===== src/rtl/adder_seq_ctrl.sv =====
`default_nettype none
// ============================================================================
//  Module   : adder_seq_ctrl
//  Purpose  : Performs W-bit additions (W = 4*NIBBLES) on one external 4-bit
//             combinational adder. Operands are fed one nibble per cycle,
//             least-significant first, with the carry chained through a
//             register.
//  Options  : `define ADDSEQ_SUB_EN to enable subtraction (sub=1 gives
//             op_a - op_b). Without it, sub is ignored.
//  Revision : 1.0 - initial release
// ============================================================================
module adder_seq_ctrl #(
    parameter int NIBBLES = 4
) (
    input  logic                   clk,
    input  logic                   rst_n,
    input  logic                   start_valid,
    output logic                   start_ready,
    input  logic [4*NIBBLES-1:0]   op_a,
    input  logic [4*NIBBLES-1:0]   op_b,
    input  logic                   cin,
    input  logic                   sub,
    input  logic                   flush,
    output logic [3:0]             add_a,
    output logic [3:0]             add_b,
    output logic                   add_ci,
    input  logic [3:0]             add_s,
    input  logic                   add_co,
    output logic                   res_valid,
    input  logic                   res_ready,
    output logic [4*NIBBLES-1:0]   sum,
    output logic                   cout,
    output logic                   busy
);

    localparam int W  = 4 * NIBBLES;
    localparam int KW = (NIBBLES > 1) ? $clog2(NIBBLES) : 1;
    localparam logic [KW-1:0] K_LAST = KW'(NIBBLES - 1);

    typedef enum logic [1:0] {
        IDLE = 2'd0,
        RUN  = 2'd1,
        DONE = 2'd2
    } state_t;

    state_t          state_q, state_d;
    logic [KW-1:0]   k_q, k_d;
    logic [W-1:0]    a_q, a_d;
    logic [W-1:0]    b_q, b_d;
    logic            carry_q, carry_d;
    logic [W-1:0]    sum_q, sum_d;
    logic            cout_q, cout_d;

    logic [W-1:0]    b_in;
    logic            carry_in;
    logic [W-1:0]    a_sh;
    logic [W-1:0]    b_sh;

    // Operand conditioning at accept: subtraction is A + ~B + 1 on the same adder
`ifdef ADDSEQ_SUB_EN
    always_comb begin
        b_in     = op_b;
        carry_in = cin;
        if (sub) begin
            b_in     = ~op_b;
            carry_in = 1'b1;
        end
    end
`else
    logic unused_sub;
    assign unused_sub = sub;
    always_comb begin
        b_in     = op_b;
        carry_in = cin;
    end
`endif

    // Current nibble of each operand, selected by the nibble index
    assign a_sh = a_q >> {k_q, 2'b00};
    assign b_sh = b_q >> {k_q, 2'b00};

    // State, operand and result registers
    always_ff @(posedge clk or negedge rst_n) begin
        if (!rst_n) begin
            state_q <= IDLE;
            k_q     <= '0;
            a_q     <= '0;
            b_q     <= '0;
            carry_q <= 1'b0;
            sum_q   <= '0;
            cout_q  <= 1'b0;
        end else begin
            state_q <= state_d;
            k_q     <= k_d;
            a_q     <= a_d;
            b_q     <= b_d;
            carry_q <= carry_d;
            sum_q   <= sum_d;
            cout_q  <= cout_d;
        end
    end

    // Next-state and adder drive; flush overrides everything and freezes data
    always_comb begin
        state_d = state_q;
        k_d     = k_q;
        a_d     = a_q;
        b_d     = b_q;
        carry_d = carry_q;
        sum_d   = sum_q;
        cout_d  = cout_q;
        add_a   = 4'd0;
        add_b   = 4'd0;
        add_ci  = 1'b0;

        case (state_q)
            IDLE: begin
                if (start_valid) begin
                    a_d     = op_a;
                    b_d     = b_in;
                    carry_d = carry_in;
                    k_d     = '0;
                    state_d = RUN;
                end
            end
            RUN: begin
                add_a   = a_sh[3:0];
                add_b   = b_sh[3:0];
                add_ci  = carry_q;
                sum_d[{k_q, 2'b00} +: 4] = add_s;
                carry_d = add_co;
                k_d     = k_q + 1'b1;
                if (k_q == K_LAST) begin
                    cout_d  = add_co;
                    k_d     = '0;
                    state_d = DONE;
                end
            end
            DONE: begin
                if (res_ready) begin
                    state_d = IDLE;
                end
            end
            default: begin
                state_d = IDLE;
            end
        endcase

        if (flush) begin
            state_d = IDLE;
            k_d     = '0;
            a_d     = a_q;
            b_d     = b_q;
            carry_d = carry_q;
            sum_d   = sum_q;
            cout_d  = cout_q;
        end
    end

    assign start_ready = (state_q == IDLE);
    assign res_valid   = (state_q == DONE);
    assign busy        = (state_q == RUN) || (state_q == DONE);
    assign sum         = sum_q;
    assign cout        = cout_q;

endmodule
`default_nettype wire


===== config.mk =====
export PLATFORM = sky130hd
export DESIGN_NAME = adder_seq_ctrl
export DESIGN_NICKNAME = d
export VERILOG_FILES = /design/src/rtl/adder_seq_ctrl.sv
export SDC_FILE = /design/constraint.sdc
export NUM_CORES = 1
export LEC_CHECK = 0
export ABC_CLOCK_PERIOD_IN_PS = 2550
export CORE_MARGIN = 4
export CORE_UTILIZATION = 47
export DETAILED_ROUTE_END_ITERATION = 12
export HOLD_SLACK_MARGIN = 0.12
export PLACE_DENSITY = 0.77
export SYNTH_ARGS = -nofsm -noshare
export SYNTH_HDL_FRONTEND = slang
export SYNTH_SLANG_ARGS = --single-unit

===== constraint.sdc =====
create_clock -name clk -period 2.55 [get_ports clk]
set_clock_uncertainty 0.05 [all_clocks]
set_input_delay 0.255 -clock clk [delete_from_list [all_inputs] [get_ports clk]]
set_output_delay 0.255 -clock clk [all_outputs]
set_load 0.02 [all_outputs]

-- After elaboration in Yosys (flattened, before gate mapping)
Index checks and enable logic that the tools add are counted.
- input port bits: 44
- memories: 0
- logic and storage cells: 46
- memory bits (writable): 0
- latch bits: 0
- memory bits (read-only): 0
- register bits: 54
- shift-type cells: 4
- $lt $le $gt $ge: 0
- eq/ne operators: 7
- reductions and logical operators: 10
- divide/modulo/power cells: 0
- multipliers: 0
- muxes and demuxes: 15
- bitwise operators: 1
- $add $sub $neg: 2
- operators by type and width (cell ; count):
    >> shifter 16 x 4 -> 4 bit ; 2
    bitwise mux 16 bit ; 1
    variable shift 4 x 6 -> 16 bit (first input constant) ; 1
    variable part select 4 x 6 -> 16 bit ; 1
    two-way mux 2 bit ; 7
    AND reduction 3 bit ; 4
    two-way mux 4 bit ; 2
    inequality test 3 x 2 -> 1 bit (second input constant) ; 2
    negator 4 -> 6 bit ; 1
    case mux 2 bit (3 select lines) ; 1
    equality test 2 bit (second input constant) ; 2
    case mux 2 bit (2 select lines) ; 1
    AND reduction 2 bit ; 2
    inequality test 3 bit (second input constant) ; 1
    nonzero test 3 bit ; 1
    adder 2 x 1 -> 2 bit (second input constant) ; 1
    equality test 2 x 1 -> 1 bit (second input constant) ; 1
    zero test 2 bit ; 1
    two-way mux 1 bit ; 2
    inequality test 2 bit (second input constant) ; 1
    case mux 1 bit (2 select lines) ; 1
    nonzero test 2 bit ; 1
    logical OR 1 bit ; 1
    inverter 1 bit ; 1

-- Logic depth before layout (Yosys ltp)
Gate-level depths: netlist of run 1.
- depth in word-level cells: 4
- gate-level depth with buffers: 7
- depth with buffers taken out: 5

-- Worst setup path after synthesis of run 1
No wires, ideal clock.
- kind: reg-to-reg
- from: register k_q[1]
- to: register sum_q[5] (netlist: sum[5])
- arrival time: 1722 ps
- period minus slack after synthesis: 1838 ps
- data required time: 2434 ps
- stages on the path, launching flop included: 7
- setup time: 66 ps
- path buffers: 1
- path slack: 712 ps
- path through: dfrtp_1 -> clkbuf_1 -> inv_1 -> ha_1 -> nand2b_1 -> nor3_1 -> a22o_1
- word-level cells in the longest chain between the ends: 3
- elaborated cells on any way between the ends: 4
- those cells by class: add/sub (1); shift (2); mux (1)
- RTL lines (element ; line ; text):
    start: declaration ; 47 ; logic [KW-1:0] k_q, k_d;
    start signal: assignment ; 94 ; k_q <= k_d;
    negator 4 -> 6 bit (*) ; 130 ; sum_d[{k_q, 2'b00} +: 4] = add_s;
    variable part select 4 x 6 -> 16 bit / variable shift 4 x 6 -> 16 bit (equally long branches) ; 130 ;
    bitwise mux 16 bit (*) ; 130 ;
    end signal: assignment ; 98 ; sum_q <= sum_d;
    end: declaration ; 51 ; logic [W-1:0] sum_q, sum_d;
Every way passes the cells marked *; elsewhere a longest branch is shown, timed or not.
A chain may end at the register's enable or synchronous reset.

-- Worst setup path in the final report of run 1
- from: register k_q[1]
- to: output port add_a[1]
- word-level cells in the longest chain between the ends: 2
- RTL lines (element ; line ; text):
    >> shifter 16 x 4 -> 4 bit ; 79 ; assign a_sh = a_q >> {k_q, 2'b00};
    two-way mux 4 bit ; 116 ; case (state_q)
    end: declaration ; 24 ; output logic [3:0] add_a,
No other way between the ends.

==> results of run 1 <==
## through the flow
step | hold WS, ps | area, um^2 | utilization | power, W | cells
after floorplan | -90.6 | 2530 | - | 0.00180 | 176
after global placement | 369 | 3320 | 0.642 | 0.00213 | 315
after detailed placement | 369 | 3320 | 0.642 | 0.00216 | 315
after CTS | 442 | 3420 | 0.662 | 0.00264 | 324
after global routing | 472 | 3440 | 0.665 | 0.00280 | 326
final | 434 | 3440 | 0.665 | 0.00262 | 326
## kinds of logic after synthesis
logic type,Yosys count,synth area share
buffers and inverters,14,0.0301
DFF,54,0.533
muxes,44,0.231
AOI/OAI and AO/OA,23,0.0726
and+or+nand+nor,31,0.0835
adders and majority gates,10,0.0494
## cell usage in the layout (no fill, tap or decap), types with 3 or more instances in the layout
master / n
a22o_1: 14
and2_1: 9
buf_4: 9
clkbuf_8: 6
clkdlybuf4s50_1: 70
dfrtp_1: 53
ha_1: 9
inv_1: 5
mux2_2: 33
mux2i_1: 3
mux4_2: 7
nand2_1: 5
nand2b_1: 5
nand3b_1: 7
## flip-flops by register name, summed over array words and instances (netlist names)
register	flops
sum	16
b_q	16
carry_q	1
k_q	2
state_q	2
cout	1
a_q	16
## routing by layer
layer / vias up / GRT usage / wire length, um
li1: 811 / - / -
met3: 6 / 0.0548 / 452
met4: 0 / 0.0507 / 59
met5: - / 0 / 0
met2: 57 / 0.282 / 2420
met1: 829 / 0.213 / 2150
## timing repair
| action | CTS | global route |
|---|---|---|
| hold endpoints to repair | 54 | 0 |
| gates resized for setup | 1 | 1 |
| setup endpoints to repair | 4 | 9 |
| cloned | 0 | 0 |
| hold buffers | 1 | 0 |
| setup buffers | 0 | 2 |
## report_power, final
group	internal (W)	switching, W	total, W
clock network	0.000219	0.000253	0.000473
logic	0.000554	0.000389	0.000943
registers	0.00109	0.000117	0.00120
## worst reg2reg max path, delay by kind of cell, from the launching register on
family	cells	cell delay, ps
adders and majority gates	1	260
AOI/OAI and AO/OA	1	200
and+or+nand+nor	2	700
DFF	1	450
buffers and inverters	3	470
## worst max-delay path by stage
stage | startpoint | to | slack [ps] | cells after the start
floorplan | k_q[1] | sum[5] | 710 | 6
global placement | k_q[0] | add_a[1] | 310 | 4
detailed placement | k_q[0] | sum[3] | 230 | 7
CTS | k_q[0] | add_a[1] | 60 | 4
global route | k_q[0] | add_a[1] | 50 | 4
finish | k_q[1] | add_a[1] | 150 | 3
## cell type report
| cell class | count | area [um^2] |
|---|---|---|
| sequential | 54 | 1350 |
| clock inverter | 1 | 5.00 |
| clock buffer | 7 | 86.3 |
| fill | 393 | 1730 |
| tap | 70 | 87.6 |
| timing repair buffer | 81 | 783 |
| inverter | 5 | 18.8 |
| multi-input combinational | 108 | 1110 |
==> out/metrics.yaml, run 1 <==
p_leak_nw: 1.43
num_antenna_cells: 0
whs_path_depth: 2
required_ps: 2250
path_clk_slew_ps: 80
netlist_top_cells_count: "54 x dfrtp_1, 33 x mux2_2, 14 x a22o_1, 10 x ha_1, 9 x and2_1"
cp-end-kind: "output port"
synthesis.nets: 230
drtIter0Drc: 55
ys_warn_count: 0
hold_start: "sum[12]"
drive_gt1_frac: 0.242
hold_viol: 0
critPathKind: "flip-flop to output port"
dp_hpwl_mm: 3.77
fin_tns_setup_ps: 0
clock_latency_ps: 290
ctsHtreeMaxLevel: 2
cts_tree: "yes"
cts.sinks: 54
timing.rr.start: "k_q[0]"
reg2reg_slack_ps: 360
die-height_um: 81.4
cp.arrival_ps: 2100
ys_top_cells_by_area: "dfrtp_1 53%, mux2_2 15%, mux4_2 6.2%"
synth-edff-count: 0
synth-main-ff-cell: "dfrtp_1"
synth_top_area_frac: 0.533
tightest_slew_ps: 667
grt_pass1_wl_mm: 8.50
postLayoutSetupSlackWorst_ps: 149
period_needed_ps: 2400
syn_avg_cell_area_um2: 14.4
holdPathEnd: "sum[12]"
path_buf_inv: 1
async_reset_ff_frac: 1.00
maxCapViolations: 0
status: "finished, final reports clean"
worstPathMaxFanout: 13
die_area_um2: 6630
num_vias: 1703
setup_viol: 0
area_delta_synth_final_pct: 35.9
synth.distinct_cells: 27
antenna_found_initial: 0
critPathMaxStageDelay_ps: 700
synth.most_common_cell: "dfrtp_1"
peakVddDrop_mv: 0.431
drtPass1Iterations: 4
reg2reg_depth: 7
vias_per_cell: 5.22
cts_buffers: 5
final_nets: 309
grt_pass1_vias: 1778
max-slew-margin-rel: 0.555
reg2reg_to: "sum[3]"
num_rows: 26
grt_max_degree: 55
io_buffer_count: 71
synth_area_um2: 2530
wl_per_cell_um: 15.6
yosysSeqAreaShare: 0.533
place_congestion: 0.796
slew_viol_final: 0
dieWidth_um: 81.4
rsz0062_at_grt: "no"
crit_family: "flip-flops"
hold_path.class: "flip-flop to flip-flop"
io_pins: 73
fmax_ghz: 0.417
cp-start-kind: "flip-flop"
routed_wl_mm: 5.08
drc: 0
initial_utilization: 0.490
netlist_instances: 176
worstPathCellList: "mux4_2 -> and2_1 -> clkdlybuf4s50_1"
coreArea_um2: 5170
clock-root-buffer: "clkbuf_8"
ant_nets: 0
ys_ff_latch: 54
yosysTopAreaCell: "dfrtp_1"
slowest_stage: "dfrtp_1"
finalCritPeriodShare: 0.941
track_usage: 0.170
clock_path_buffers: 2
power.density_nw_per_um2: 761
dp_slack_ps: 230
grt_overflow: 0
Power figures use the tool's default switching activity.
==> run 2, diff against run 1 <==
--- a/config.mk
+++ b/config.mk
@@ -11,6 +11,7 @@
 export DETAILED_ROUTE_END_ITERATION = 12
 export HOLD_SLACK_MARGIN = 0.12
 export PLACE_DENSITY = 0.77
+export SLEW_MARGIN = 30
 export SYNTH_ARGS = -nofsm -noshare
 export SYNTH_HDL_FRONTEND = slang
 export SYNTH_SLANG_ARGS = --single-unit
==> results of run 2 <==
No change in the layout: final DEF, timing and power equal those of run 1.
==> run 3, diff against run 2 <==
--- a/config.mk
+++ b/config.mk
@@ -8,9 +8,12 @@
 export ABC_CLOCK_PERIOD_IN_PS = 2550
 export CORE_MARGIN = 4
 export CORE_UTILIZATION = 47
+export CTS_CLUSTER_DIAMETER = 200
 export DETAILED_ROUTE_END_ITERATION = 12
+export GPL_ROUTABILITY_DRIVEN = 1
 export HOLD_SLACK_MARGIN = 0.12
 export PLACE_DENSITY = 0.77
+export SETUP_SLACK_MARGIN = 0.3
 export SLEW_MARGIN = 30
 export SYNTH_ARGS = -nofsm -noshare
 export SYNTH_HDL_FRONTEND = slang
==> run 3 against run 2 <==
Net effect:
- sequential cell count unchanged
- via count down 0.18%
- sequential power about the same
- clock power about the same
- global-route usage up 0.12 points
- non-clock buffer count up 2
- worst hold slack about the same
- fmax up 10%
- critical path type unchanged
- critical path depth up 1
==> out/metrics.yaml, run 3 (synthesis results as in run 1) <==
track_usage: 0.172  # +0.00118
num_vias: 1700  # -0.18%
cp-start-kind: "flip-flop"
grt_overflow: 0  # unchanged
clock_latency_ps: 290  # about the same
cp-end-kind: "output port"
fmax_ghz: 0.459  # +10%
p_leak_nw: 1.49  # +4.6%
num_rows: 26  # unchanged
dieWidth_um: 81.4  # unchanged
final_nets: 311  # +0.65%
die_area_um2: 6630  # unchanged
clock_path_buffers: 2  # unchanged
busiest_layer: "met2"
cp.arrival_ps: 1870  # -230 ps
hold_path.class: "flip-flop to flip-flop"
tightest_slew_ps: 662  # -5.26 ps
area_delta_synth_final_pct: 36.9
fin_tns_setup_ps: 0  # unchanged
grt_pass1_vias: 1798  # +1.1%
die-height_um: 81.4  # unchanged
max-slew-margin-rel: 0.559  # +0.00351
peakVddDrop_mv: 0.426  # -1.1%
dp_hpwl_mm: 3.77  # unchanged
io_buffer_count: 71  # unchanged
drive_gt1_frac: 0.252  # +0.00975
antenna_found_initial: 0  # unchanged
routed_wl_mm: 5.10  # +0.30%
clock-root-buffer: "clkbuf_8"
nFillCells: 392  # -0.25%
coreArea_um2: 5170  # unchanged
drtPass1Iterations: 4  # unchanged
critPathKind: "flip-flop to output port"
vias_per_cell: 5.18  # -0.78%
use_met2: 0.286  # +0.00407
wl_per_cell_um: 15.5  # -0.32%
grt_max_degree: 55  # unchanged
status: "finished, final reports clean"
cts_tree: "yes"
slew_viol_final: 0  # unchanged
ant_nets: 0  # unchanged
drc: 0  # unchanged
initial_utilization: 0.490  # unchanged
grt_pass1_wl_mm: 8.57  # +0.81%
ctsHtreeMaxLevel: 2  # unchanged
power.density_nw_per_um2: 755  # -0.73%
io_pins: 73  # unchanged
maxCapViolations: 0  # unchanged
report.power.total_w: 0.00262  # about the same
path_clk_slew_ps: 80  # about the same
required_ps: 2250  # about the same
drtIter0Drc: 62  # +13%
whs_ps: 434  # -0.283 ps
finalCritPeriodShare: 0.854  # -0.0873
cts_buffers: 5  # unchanged
hold_viol: 0  # unchanged
use_met1: 0.213  # unchanged
final_cell_mix: "61 x clkdlybuf4s50_1, 52 x dfrtp_1, 33 x mux2_2, 14 x a22o_1, 11 x buf_4"
setup_viol: 0  # unchanged
place_congestion: 0.796  # unchanged
worstPathMaxFanout: 5  # -8
gr-usage-met3: 0.0548  # unchanged
rsz0062_at_grt: "yes"
cts.sinks: 54  # unchanged
layout_commonest_cell: "clkdlybuf4s50_1"
period_needed_ps: 2180  # -223 ps
num_antenna_cells: 0  # unchanged
run 3: critical path, stage by stage (launching register included):
cell	delay (ps)
dfrtp_2	430
buf_4	160
mux4_2	490
and2_1	180
dlygate4sd2_1	320
run 3: per-stage QoR:
stage	utilization	cell area [um^2]	setup slack, ps	cells
after detailed placement	0.642	3320	230	315
after CTS	0.666	3440	326	326
after global routing	0.671	3470	264	328
final	0.671	3470	372	328
after global placement	0.642	3320	312	315
after floorplan	-	2530	712	176
run 3: layout make-up:
class	instances	area, um^2	share of cell area
Sequential cell	54	1350	0.390
Clock buffer	7	86.3	0.0249
Multi-Input combinational cell	108	1130	0.325
Timing Repair Buffer	83	791	0.228
Inverter	5	18.8	0.00541
Clock inverter	1	5.00	0.00144
Tap cell	70	87.6	0.0252
run 3: repair_timing:
| item | in CTS | in global routing |
|---|---|---|
| gates resized for setup | 12 | 2 |
| endpoints found under the hold margin | 54 | 0 |
| pin swaps | 0 | 2 |
| cloned | 0 | 0 |
| hold buffers | 1 | 0 |
| endpoints found under the setup margin | 13 | 6 |
| buffers inserted | 2 | 2 |
run 3: per-layer routing:
metal  vias up  wire length [um]
met4         0                58
met5         -                 0
met2        60              2410
met3         6               459
met1       823              2170
li1        811                 -
run 3: path summary, 6_finish.rpt:
path / endpoint / cells after the start / from / slack [ps]
setup / recovery: add_a[1] / 4 / k_q[0] / 370
hold / removal: sum[12] / 2 / sum[12] / 430
hold reg to reg: sum[12] / 2 / sum[12] / 430
min in group asynchronous: b_q[0] / 3 / rst_n / 550
max in group asynchronous: k_q[1] / 3 / rst_n / 1420
setup reg to reg: sum[3] / 7 / k_q[0] / 460
run 3: power breakdown:
part           internal (W)  switching [W]
Clock              0.000219       0.000254
Sequential          0.00109       0.000119
Combinational      0.000547       0.000395
Total               0.00185       0.000767
